--- src/rtl/bram_rd_pipe_pkg.sv ---
// bram_rd_pipe_pkg: sizing helpers and parameter legality shared by bram_rd_pipe and its FIFO
package bram_rd_pipe_pkg;
  localparam int MAX_RD_LAT = 4;
  function automatic int w_level(input int depth);
    return $clog2(depth + 1);
  endfunction
  function automatic bit params_ok(input int rd_lat, input int depth);
    return rd_lat >= 1 && rd_lat <= MAX_RD_LAT && depth >= 2;
  endfunction
endpackage

--- src/rtl/bram_rd_pipe_fifo.sv ---
// sync_fifo: circular-buffer FIFO with explicit occupancy count and no write-through
module sync_fifo import bram_rd_pipe_pkg::*; #(
  parameter int W_DATA = 11,
  parameter int DEPTH = 4,
  localparam int W_LEVEL = w_level(DEPTH),
  localparam int W_PTR = $clog2(DEPTH)
) (
  input  logic               clk,
  input  logic               rst,
  input  logic               push,
  input  logic               pop,
  input  logic [W_DATA-1:0]  din,
  output logic [W_DATA-1:0]  dout,
  output logic [W_LEVEL-1:0] level
);
  logic [W_DATA-1:0] mem [DEPTH];
  logic [W_PTR-1:0] wr_ptr, rd_ptr;
  function automatic logic [W_PTR-1:0] nxt(input logic [W_PTR-1:0] p);
    return p == W_PTR'(DEPTH - 1) ? '0 : p + W_PTR'(1);
  endfunction
  always_ff @(posedge clk) begin
    if (rst) begin
      wr_ptr <= '0;
      rd_ptr <= '0;
      level <= '0;
    end else begin
      if (push) wr_ptr <= nxt(wr_ptr);
      if (pop) rd_ptr <= nxt(rd_ptr);
      level <= level + W_LEVEL'(push) - W_LEVEL'(pop);
    end
  end
  always_ff @(posedge clk) if (push) mem[wr_ptr] <= din;
  assign dout = mem[rd_ptr];
endmodule

--- src/rtl/bram_rd_pipe.sv ---
// bram_rd_pipe: pipelined valid/ready read front-end for a synchronous ROM with a credit-guarded output FIFO
module bram_rd_pipe import bram_rd_pipe_pkg::*; #(
  parameter int W_DATA = 11,
  parameter int W_ADDR = 5,
  parameter int RD_LAT = 1,
  parameter int FIFO_DEPTH = 4,
  localparam int W_LEVEL = w_level(FIFO_DEPTH)
) (
  input  logic                     clk,
  input  logic                     rst,
  input  logic                     addr_valid,
  output logic                     addr_ready,
  input  logic [W_ADDR-1:0]        addr_data,
  output logic                     data_valid,
  input  logic                     data_ready,
  output logic signed [W_DATA-1:0] data,
  output logic                     ena,
  output logic [W_ADDR-1:0]        addra,
  input  logic signed [W_DATA-1:0] doa,
  output logic [W_LEVEL-1:0]       level
);
  localparam int W_INF = w_level(RD_LAT);
  if (!params_ok(RD_LAT, FIFO_DEPTH)) begin : g_bad_params
    $error("bram_rd_pipe: illegal RD_LAT=%0d FIFO_DEPTH=%0d", RD_LAT, FIFO_DEPTH);
  end
  logic [RD_LAT-1:0] valid_sr;
  logic [W_INF-1:0] inflight;
  logic accept, ret;
  // Credit check uses only registered terms so addr_ready never depends on data_ready
  assign addr_ready = !rst && (int'(inflight) + int'(level) < FIFO_DEPTH);
  assign accept = addr_valid && addr_ready;
  assign ena = accept;
  assign addra = addr_data;
  assign ret = valid_sr[RD_LAT-1];
  assign data_valid = level != '0;
  always_ff @(posedge clk) begin
    if (rst) begin
      valid_sr <= '0;
      inflight <= '0;
    end else begin
      valid_sr <= (valid_sr << 1) | RD_LAT'(accept);
      inflight <= inflight + W_INF'(accept) - W_INF'(ret);
    end
  end
  sync_fifo #(.W_DATA(W_DATA), .DEPTH(FIFO_DEPTH)) u_fifo (
    .clk(clk),
    .rst(rst),
    .push(ret),
    .pop(data_valid && data_ready),
    .din(doa),
    .dout(data),
    .level(level)
  );
endmodule

--- config.mk ---
export PLATFORM = sky130hd
export DESIGN_NAME = bram_rd_pipe
export DESIGN_NICKNAME = d
export VERILOG_FILES = /design/src/rtl/bram_rd_pipe_pkg.sv /design/src/rtl/bram_rd_pipe_fifo.sv /design/src/rtl/bram_rd_pipe.sv
export SDC_FILE = /design/constraint.sdc
export NUM_CORES = 1
export LEC_CHECK = 0
export ABC_AREA = 0
export BUFFER_PORTS_ARGS = -buffer_cell sky130_fd_sc_hd__buf_2
export CORE_MARGIN = 1.5
export CORE_UTILIZATION = 35
export DETAILED_ROUTE_END_ITERATION = 10
export PLACE_DENSITY = 0.63
export SETUP_SLACK_MARGIN = 0.2
export SYNTH_ARGS = -nofsm -noshare
export SYNTH_HDL_FRONTEND = slang
export SYNTH_SLANG_ARGS = --single-unit
--- constraint.sdc ---
create_clock -name clk -period 2.1 [get_ports clk]
set_input_delay 0.21 -clock clk [delete_from_list [all_inputs] [get_ports clk]]
set_output_delay 0.21 -clock clk [all_outputs]
set_load 0.005 [all_outputs]
Word-level counts from Yosys, hierarchy flattened
Memories as Yosys holds them, arrays and structs flattened. A register that Yosys moved wholly into a read port is not among the register bits.
Cells that the tools add are included.
{ "classes": {"addsub": 7, "magnitude_cmp": 1, "n_eq_ne": 2, "muxes": 6, "n_reduce_logical": 5} }
{ "ops": {"columns": ["cell", "count"], "rows": [
  ["2-to-1 mux 2 bit", 4],
  ["adder 1 x 3 -> 4 bit", 1],
  ["adder 2 x 1 -> 2 bit, second input constant", 2],
  ["equality test 2 bit, second input constant", 2],
  ["less-than comparator 4 x 3 -> 1 bit, second input constant", 1],
  ["adder 3 x 1 -> 3 bit", 1],
  ["logical AND 1 bit", 3],
  ["nonzero test 3 bit", 1],
  ["subtractor 3 x 1 -> 3 bit", 1],
  ["2-to-1 mux 1 bit", 2],
  ["adder 1 bit", 1],
  ["zero test 1 bit", 1],
  ["subtractor 1 bit", 1]
]} }
{ "word_totals": {"register_bits": 9, "mem_bits_rw": 44, "input_bits": 20, "word_cells": 27, "n_memories": 1} }
{ "mem_list": {"columns": ["memory", "depth", "word_bits", "read_ports", "rd_ports_with_merged_regs", "write_ports", "line_no", "rtl"], "rows": [
  ["u_fifo.mem", 4, 11, 1, 1, 1, "bram_rd_pipe_fifo.sv:16", "logic [W_DATA-1:0] mem [DEPTH];"]
]} }

Longest topological paths before layout
Gate-level depths: netlist of the first run.
{ "depth": {"word_depth": 6, "depth_mapped": 9, "mapped_depth_nobuf": 9} }

Hierarchy
From an unflattened synthesis of the first run, not the netlist that was laid out.
{ "hier_totals": {"cells_unflattened": 113, "hier_area_um2": 2187.1} }
{ "by_module_without_submodules": {"columns": ["module", "n_inst", "cells_per_inst", "area_per_inst_um2", "seq_area_each_um2"], "rows": [
  ["sync_fifo", 1, 97, 2024.4, 1501.4],
  ["bram_rd_pipe", 1, 16, 162.7, 40.0]
]} }

Worst setup path after synthesis of the first run
Ideal clock, no wire load.
{ "synth_path": {"kind": "register to register", "start": "reg u_fifo.level[1]", "end": "reg u_fifo.level[2]", "setup_time_ps": 128, "arrival_ps": 1829, "required_time_ps": 1972, "path_slack_ps": 144, "stages_incl_launch_ff": 10, "path_cell_list": "dfxtp_1 > o31ai_2 > inv_1 > ha_1 > inv_1 > ha_1 > inv_1 > fa_1 > xnor2_1 > nor2_1"} }
{ "synth_via": {"elab_chain_len": 3, "elab_cells_between_ends": 4, "classes_between": "add/sub: 2; reduce/logical: 2"} }
{ "synth_rtl": {"columns": ["element", "line_no", "rtl"], "rows": [
  ["start: declaration", "bram_rd_pipe_fifo.sv:14", "output logic [W_LEVEL-1:0] level"],
  ["start signal: assignment", "bram_rd_pipe_fifo.sv:29", "level <= level + W_LEVEL'(push) - W_LEVEL'(pop);"],
  ["parallel branches: the longest is 2 deep, another holds adder 3 x 1 -> 3 bit", null, null],
  ["subtractor 3 x 1 -> 3 bit (*)", "bram_rd_pipe_fifo.sv:29", null]
]} }
Mark *: on every way between the ends.
A chain may end at the register's enable or synchronous reset.

Final worst setup path of the first run
{ "layout_path": {"start": "reg u_fifo.level[2]", "end": "reg u_fifo.level[1]"} }
{ "layout_via": {"elab_chain_len": 3} }
{ "layout_rtl": {"columns": ["element", "line_no", "rtl"], "rows": [
  ["nonzero test 3 bit", "bram_rd_pipe.sv:35", "assign data_valid = level != '0;"],
  ["logical AND 1 bit", "bram_rd_pipe.sv:49", ".pop(data_valid && data_ready),"],
  ["subtractor 3 x 1 -> 3 bit", "bram_rd_pipe_fifo.sv:29", null]
]} }
Every way passes these cells.

==> metrics.md, run 1 <==
| Metric | Value |
|---|---|
| DP HPWL | `2590 um` |
| Vias per cell | `4.86` |
| GRT Residual Overflow | `0` |
| Synth-to-Final Area Change | `15.3%` |
| ANT nets after route | `0` |
| Largest area contributor in the netlist | `edfxtp_1` |
| Total negative slack | `0 ns` |
| CTS tree | `built` |
| Core Footprint | `6030 um2` |
| Seq/Total Area, Yosys | `69.2%` |
| Top_reg_cell synth | `edfxtp_1` |
| FILL cells | `558` |
| Setup crit start kind | `flop` |
| Syn nets | `154` |
| Tcrit/Tclk final | `89.9%` |
| Clock Tree Buf Depth | `2` |
| Final core occ | `42.6%` |
| Worst Tran Pin Value | `0.617 ns` |
| Setup Crit Path Kind | `flop to flop` |
| Reg2Reg Capture Point | `u_fifo.level[1]$_SDFF_PP0_` |
| Worst r2r src | `u_fifo.level[2]$_SDFF_PP0_` |
| Reg2reg setup slack | `0.21 ns` |
| RSZ-0062 raised after global routing | `true` |
| GRT Total Usage | `12.3%` |
| Post-synth top area share | `59.3%` |
| Clock Latency Late Sink | `0.30 ns` |
| Synthesized instance count | `125` |
| EDFF count, synth | `44` |
| Post-route setup slack | `0.213 ns` |
| CTS buffer count | `5` |
| Fin Hold WS | `0.115 ns` |
| Ranking of synthesized cells by area | `edfxtp_1 (59%), mux4_2 (11%), dfxtp_1 (9.9%), ha_1 (4.5%), buf_4 (2.0%)` |
| Total wire length | `3860 um` |
| Reg2Reg Depth | `8` |
| Hold path endpoint | `u_fifo.mem[0][1]$_DFFE_PP_` |
| Pleak | `0.930 nW` |
| Most common library cells after synthesis | `edfxtp_1 (44), dfxtp_1 (11), mux4_2 (11)` |
| Mapped Area | `2230 um2` |
| First-pass GRT wire length | `5910 um` |
| Count of different cell masters after synthesis | `26` |
| MaxCap Viol Count | `0` |
| Critical Path RT | `2.30 ns` |
| PD cells | `1020 nW/um2` |
| Worst vdd ir | `553 uV` |
| Final setup viols | `0` |
| Max-slew violations | `0` |
| Synth Warn # | `0` |
| Vias in the first global route | `1244` |
| Outcome | `complete, no violations` |
| FF+latch count, synth | `55` |
| Relative max-transition margin | `58.9%` |
| Hold path start | `doa[1]` |
| Die X | `82.8 um` |
| Ys async rst share | `0%` |
| Hold Path Cell Cnt | `1` |
| Worst-path clk slew | `0.09 ns` |
| Initial antenna violation count | `0` |
| Largest net degree at the start of global routing | `18` |
| Die Footprint | `6850 um2` |
| CP arrival | `2.08 ns` |
| Drt drc | `0` |
| Post-Place Worst Slack | `0.0759 ns` |
| Count leader, synth | `edfxtp_1` |
| Die Ht | `82.8 um` |
| Worst setup EP type | `flop` |
| Final nets | `188` |
| Area of the multi-input gates | `611 um2` |
| Io pins | `42` |
| Clk Tree Root Cell | `clkbuf_8` |
| RD Place Congestion | `0.723` |
| Worst Path Max Fanout | `4` |
| Max Freq | `530 MHz` |
| Seq. cell area | `1550 um2` |
| IO buf count | `31` |
| WL/cell | `16.4 um` |
| Via count | `1142` |
| Initial core utilization | `37.0%` |
| Minimum clock period | `1.89 ns` |
| Deepest level of the CTS H-tree | `2` |
| Mean Syn Cell Area | `17.8 um2` |
| Hold Path Class | `input pin to flop` |
| Setup Skew | `0.00264 ns` |
| Starting DRC count in detailed routing | `43` |
| Pre-antenna DRT Iters | `4` |
| CTS sink cnt | `55` |
| Share of layout cells above drive strength 1 | `38.1%` |
| Count of final hold-check violations | `0` |
| Num rows | `28` |
| ANT cells | `0` |
==> kinds of logic after synthesis <==
kind of cell | share of synthesized area, %
DFF | 69.2
and+or+nand+nor | 5.73
xor gates and xnor gates | 0.786
adders and majority gates | 5.39
AOI/OAI and AO/OA | 2.13
muxes | 12.5
buffers and inverters | 4.27
==> report_power, final <==
part | internal, mW | switching (mW) | total, mW
clock network | 0.233 | 0.329 | 0.561
logic | 0.400 | 0.300 | 0.700
registers | 1.28 | 0.0899 | 1.37
total | 1.91 | 0.718 | 2.63
==> layout by cell type, fill, tap and decap left out, drive strengths merged, types with 2 or more instances in the layout <==
cell / n
inv: 8
clkbuf: 5
mux2i: 2
nor2: 7
dfxtp: 11
ha: 8
buf: 36
a21oi: 2
nor3b: 3
xnor2: 2
clkinv: 2
edfxtp: 44
a32oi: 2
nor2b: 3
or3: 2
mux4: 11
and2: 4
==> through the flow <==
| step | cells | area [um2] | total power, mW |
|---|---|---|---|
| floorplan | 125 | 2240 | 1.79 |
| global placement | 223 | 2430 | 1.96 |
| detailed placement | 223 | 2430 | 2.00 |
| CTS | 232 | 2530 | 2.58 |
| global route | 235 | 2570 | 2.78 |
| finish | 235 | 2570 | 2.63 |
==> worst max-delay path, cell delays in order (launching register included) <==
cell	delay, ns
dfxtp_4	0.37
o31ai_4	0.25
inv_1	0.07
ha_1	0.27
inv_1	0.07
ha_1	0.15
inv_1	0.06
fa_2	0.52
nor2_1	0.04
==> per-layer routing <==
metal  vias to the layer above  GRT usage (%)  part of all wire [%]
met5                         -              0                     0
met4                         0           5.67                   2.4
met3                        11           4.37                   6.6
met2                        37           22.1                    53
met1                       557           12.9                    38
li1                        537              -                     -
==> sequential cells by signal, summed over array words and instances, names as in the netlist, named ones only <==
name           count
u_fifo.wr_ptr      2
inflight           1
ret                1
u_fifo.level       3
u_fifo.rd_ptr      2
u_fifo.mem        44
==> how the worst max path moves through the flow <==
| stage | start | endpoint | cells past startpoint | slack (ns) |
|---|---|---|---|---|
| 2_1_floorplan | u_fifo.level[2]$_SDFF_PP0_ | u_fifo.level[2]$_SDFF_PP0_ | 9 | 0.22 |
| 3_3_place_gp | u_fifo.level[2]$_SDFF_PP0_ | u_fifo.level[2]$_SDFF_PP0_ | 9 | 0.19 |
| 3_5_place_dp | u_fifo.level[2]$_SDFF_PP0_ | u_fifo.level[2]$_SDFF_PP0_ | 9 | 0.08 |
| 4_1_cts | u_fifo.level[0]$_SDFF_PP0_ | u_fifo.level[2]$_SDFF_PP0_ | 9 | 0.14 |
| 5_1_grt | u_fifo.level[0]$_SDFF_PP0_ | u_fifo.level[1]$_SDFF_PP0_ | 8 | 0.15 |
| 6_report | u_fifo.level[2]$_SDFF_PP0_ | u_fifo.level[1]$_SDFF_PP0_ | 8 | 0.21 |
==> cell type report <==
type,instances,area share [%]
Clock buffer,5,2.68
Timing Repair Buffer,36,7.50
Clock inverter,3,0.779
Multi-Input combinational cell,53,23.8
Sequential cell,55,60.4
Inverter,8,1.17
Tap cell,75,3.65
==> repair_timing <==
action / CTS / global route
hold buffers: 0 / 0
setup buffers: 1 / 3
endpoints found under the setup margin: 4 / 4
resized for setup: 2 / 6
pin swaps: 1 / 2
(Power assumes the default switching activity.)
==> run 2, diff against run 1 <==
--- a/config.mk
+++ b/config.mk
@@ -10,7 +10,7 @@
 export CORE_MARGIN = 1.5
 export CORE_UTILIZATION = 35
 export DETAILED_ROUTE_END_ITERATION = 10
-export PLACE_DENSITY = 0.63
+export PLACE_DENSITY_LB_ADDON = 0.05
 export SETUP_SLACK_MARGIN = 0.2
 export SYNTH_ARGS = -nofsm -noshare
 export SYNTH_HDL_FRONTEND = slang
==> run 2 against run 1 <==
Effect of this change:
- routed wire length is 6.6% lower
- global-route usage is 0.66 points lower
- design area up 1.2%
- die area unchanged
- first-iteration DRC count grew 26%
- combinational power down 6.0%
- clock skew grew 0.00056 ns
- worst setup slack improved by 0.043 ns
- clock power shrank 5.3%
- critical endpoint is now u_fifo.level[2]$_SDFF_PP0_
- sequential power about the same
- sequential share of layout area down 0.84 points
- critical path depth up 1
==> metrics.md, run 2 (synthesis results as in run 1) <==
| Metric | Value |
|---|---|
| Setup Skew | `0.00320 ns (+0.000556 ns)` |
| Cell family with most CP delay | `adder cells` |
| Largest net degree at the start of global routing | `16 (-2)` |
| Via count | `1136 (-0.53%)` |
| Sw Ratio | `26.2% (-1.1 points)` |
| Tcrit/Tclk final | `87.8% (-2.1 points)` |
| DR top layer | `met4` |
| Io pins | `42 (unchanged)` |
| Outcome | `complete, no violations` |
| Worst r2r src | `u_fifo.level[1]$_SDFF_PP0_` |
| Clock Latency Late Sink | `0.29 ns (about the same)` |
| Synth-to-Final Area Change | `16.6%` |
| Initial antenna violation count | `0 (unchanged)` |
| Psw | `0.675 mW (-6.1%)` |
| Critical Path RT | `2.28 ns (-0.02 ns)` |
| Deepest level of the CTS H-tree | `2 (unchanged)` |
| Die Footprint | `6850 um2 (unchanged)` |
| ANT nets after route | `0 (unchanged)` |
| Total power draw | `2.57 mW (-2.2%)` |
| WL/cell | `15.1 um (-8.1%)` |
| Biggest regs | `u_fifo.mem: 44 flops, u_fifo.level: 3 flops` |
| Worst vdd ir | `502 uV (-9.3%)` |
| Setup crit start kind | `flop` |
| Hold Path Class | `input pin to flop` |
| Vias in the first global route | `1147 (-7.8%)` |
| Reg2Reg Depth | `9 (+1)` |
| GRT Residual Overflow | `0 (unchanged)` |
| CTS sink cnt | `55 (unchanged)` |
| Total negative slack | `0 ns (unchanged)` |
| ANT cells | `0 (unchanged)` |
| Vias per cell | `4.75 (-2.2%)` |
| Clk Tree Root Cell | `clkbuf_8` |
| Commonest non-fill, non-tap cell in the layout | `edfxtp_1` |
| Drt drc | `0 (unchanged)` |
| Pleak | `0.950 nW (+2.1%)` |
| Initial core utilization | `37.0% (unchanged)` |
| Worst-path clk slew | `0.09 ns (about the same)` |
| CTS tree | `built` |
| Die X | `82.8 um (unchanged)` |
| Final Non-Filler Cells | `239 (+1.7%)` |
| Pre-antenna DRT Iters | `4 (unchanged)` |
| Critical path cell sequence | `o31ai_4 > inv_1 > ha_1 > inv_1 > ha_1 > inv_1 > fa_2 > xnor2_1 > nor2_1` |
| CTS buffer count | `5 (unchanged)` |
| RSZ-0062 raised after global routing | `true` |
| Worst setup EP type | `flop` |
| Share of layout cells above drive strength 1 | `39.0% (+0.90 points)` |
| Worst Path Max Fanout | `7 (+3)` |
| Pint | `1.90 mW (-0.75%)` |
| Slowest cell delay on critical path | `0.38 ns (-0.14 ns)` |
| Max-slew violations | `0 (unchanged)` |
| Setup Crit Path Kind | `flop to flop` |
| M1 WL | `1490 um (+1.7%)` |
| Worst Tran Pin Value | `0.316 ns (-0.300 ns)` |
| First-pass GRT wire length | `5620 um (-4.9%)` |
| Die Ht | `82.8 um (unchanged)` |
| GRT Total Usage | `11.7% (-0.66 points)` |
| Most used cell, CP | `inv_1` |
| CP Launch Point | `u_fifo.level[1]$_SDFF_PP0_` |
| MaxCap Viol Count | `0 (unchanged)` |
| Final nets | `192 (+2.1%)` |
| IO buf count | `31 (unchanged)` |
| Fin Hold WS | `0.126 ns (+0.0110 ns)` |
| Count of final hold-check violations | `0 (unchanged)` |
| Starting DRC count in detailed routing | `54 (+26%)` |
| Flop pwr share | `53.8% (+1.7 points)` |
| Most frequent cells in the layout | `edfxtp_1 (44), buf_2 (31), mux4_2 (11)` |
| Relative max-transition margin | `78.9% (+20 points)` |
| Largest register by flop count | `u_fifo.mem` |
| Max Freq | `542 MHz (+2.4%)` |
| Core Footprint | `6030 um2 (unchanged)` |
| Clock Tree Buf Depth | `2 (unchanged)` |
| Total wire length | `3610 um (-6.6%)` |
| Comb power frac | `25.6% (-1.0 points)` |
| PD cells | `990 nW/um2 (-3.3%)` |
| Post-Place Cells | `228 (+2.2%)` |
| Minimum clock period | `1.84 ns (-0.0434 ns)` |
| Worst setup path endpoint | `u_fifo.level[2]$_SDFF_PP0_` |
| CP arrival | `2.03 ns (-0.05 ns)` |
| Cell at the slowest stage of the critical path | `dfxtp_4` |
| RD Place Congestion | `0.704 (-2.7%)` |
| Reg2reg setup slack | `0.26 ns (+0.04 ns)` |
| Met3 routed WL | `177 um (-31%)` |
| Max FFs per register | `44 (unchanged)` |
| DP HPWL | `2500 um (-3.7%)` |
| Num rows | `28 (unchanged)` |
| Stages on the worst setup path | `9 (+1)` |
| Final setup viols | `0 (unchanged)` |
| Reg2Reg Capture Point | `u_fifo.level[2]$_SDFF_PP0_` |
| Met2 WL post-DR | `1880 um (-7.8%)` |
| Clk pwr share | `20.7% (-0.6 points)` |
| WP buf/inv | `3 (unchanged)` |
| Cts hold-fix bufs | `0 (unchanged)` |
## run 2: area by class of cell
type / instances / area [um2]
clock buffer: 6 / 72.6
clock inverter: 2 / 7.51
fill: 560 / 3430
inverter: 8 / 30.0
multi-input combinational: 53 / 611
sequential: 55 / 1550
tap: 75 / 93.8
timing repair buffer: 40 / 235
## run 2: how the worst min path moves through the flow
stage | to | cells after the start | from | slack [ns]
detailed placement | addra[4] | 0 | addr_data[4] | 0.42
floorplan | u_fifo.mem[0][0]$_DFFE_PP_ | 0 | doa[0] | 0.31
global route | u_fifo.mem[1][3]$_DFFE_PP_ | 1 | doa[3] | 0.11
CTS | u_fifo.mem[1][3]$_DFFE_PP_ | 1 | doa[3] | 0.12
finish | u_fifo.mem[0][4]$_DFFE_PP_ | 1 | doa[4] | 0.13
global placement | addra[4] | 0 | addr_data[4] | 0.42
## run 2: power by group through the flow
stage	clock network (mW)	logic, mW	registers (mW)
6_report	0.531	0.658	1.38
4_1_cts	0.554	0.652	1.39
3_5_place_dp	0	0.623	1.40
2_1_floorplan	0	0.432	1.36
5_1_grt	0.590	0.743	1.40
3_3_place_gp	0	0.608	1.39
## run 2: timing repair
item                       CTS  global route
setup endpoints to repair    5             3
resized for setup            5             2
buffers inserted             2             1
pin swaps                    2             1
## run 2: per-stage QoR
| stage | worst slack [ns] | instance area (um2) | utilization [%] |
|---|---|---|---|
| floorplan | 0.219 | 2240 | - |
| global placement | 0.178 | 2480 | 41.1 |
| detailed placement | 0.109 | 2480 | 41.1 |
| CTS | 0.215 | 2580 | 42.8 |
| global route | 0.165 | 2600 | 43.1 |
| finish | 0.256 | 2600 | 43.1 |
## run 2: metal layers
metal | vias up | global-route usage [%]
met5 | - | 0
met4 | 0 | 4.83
met3 | 9 | 3.17
met2 | 29 | 20.6
met1 | 558 | 13.3
li1 | 540 | -
## run 2: worst reg2reg max path: cells and delay by family (launching register included)
kind	cells	cell delay (ns)
and+or+nand+nor	1	0.05
AOI/OAI and AO/OA	1	0.25
DFF	1	0.38
xor gates and xnor gates	1	0.16
adders and majority gates	3	0.72
buffers and inverters	3	0.18
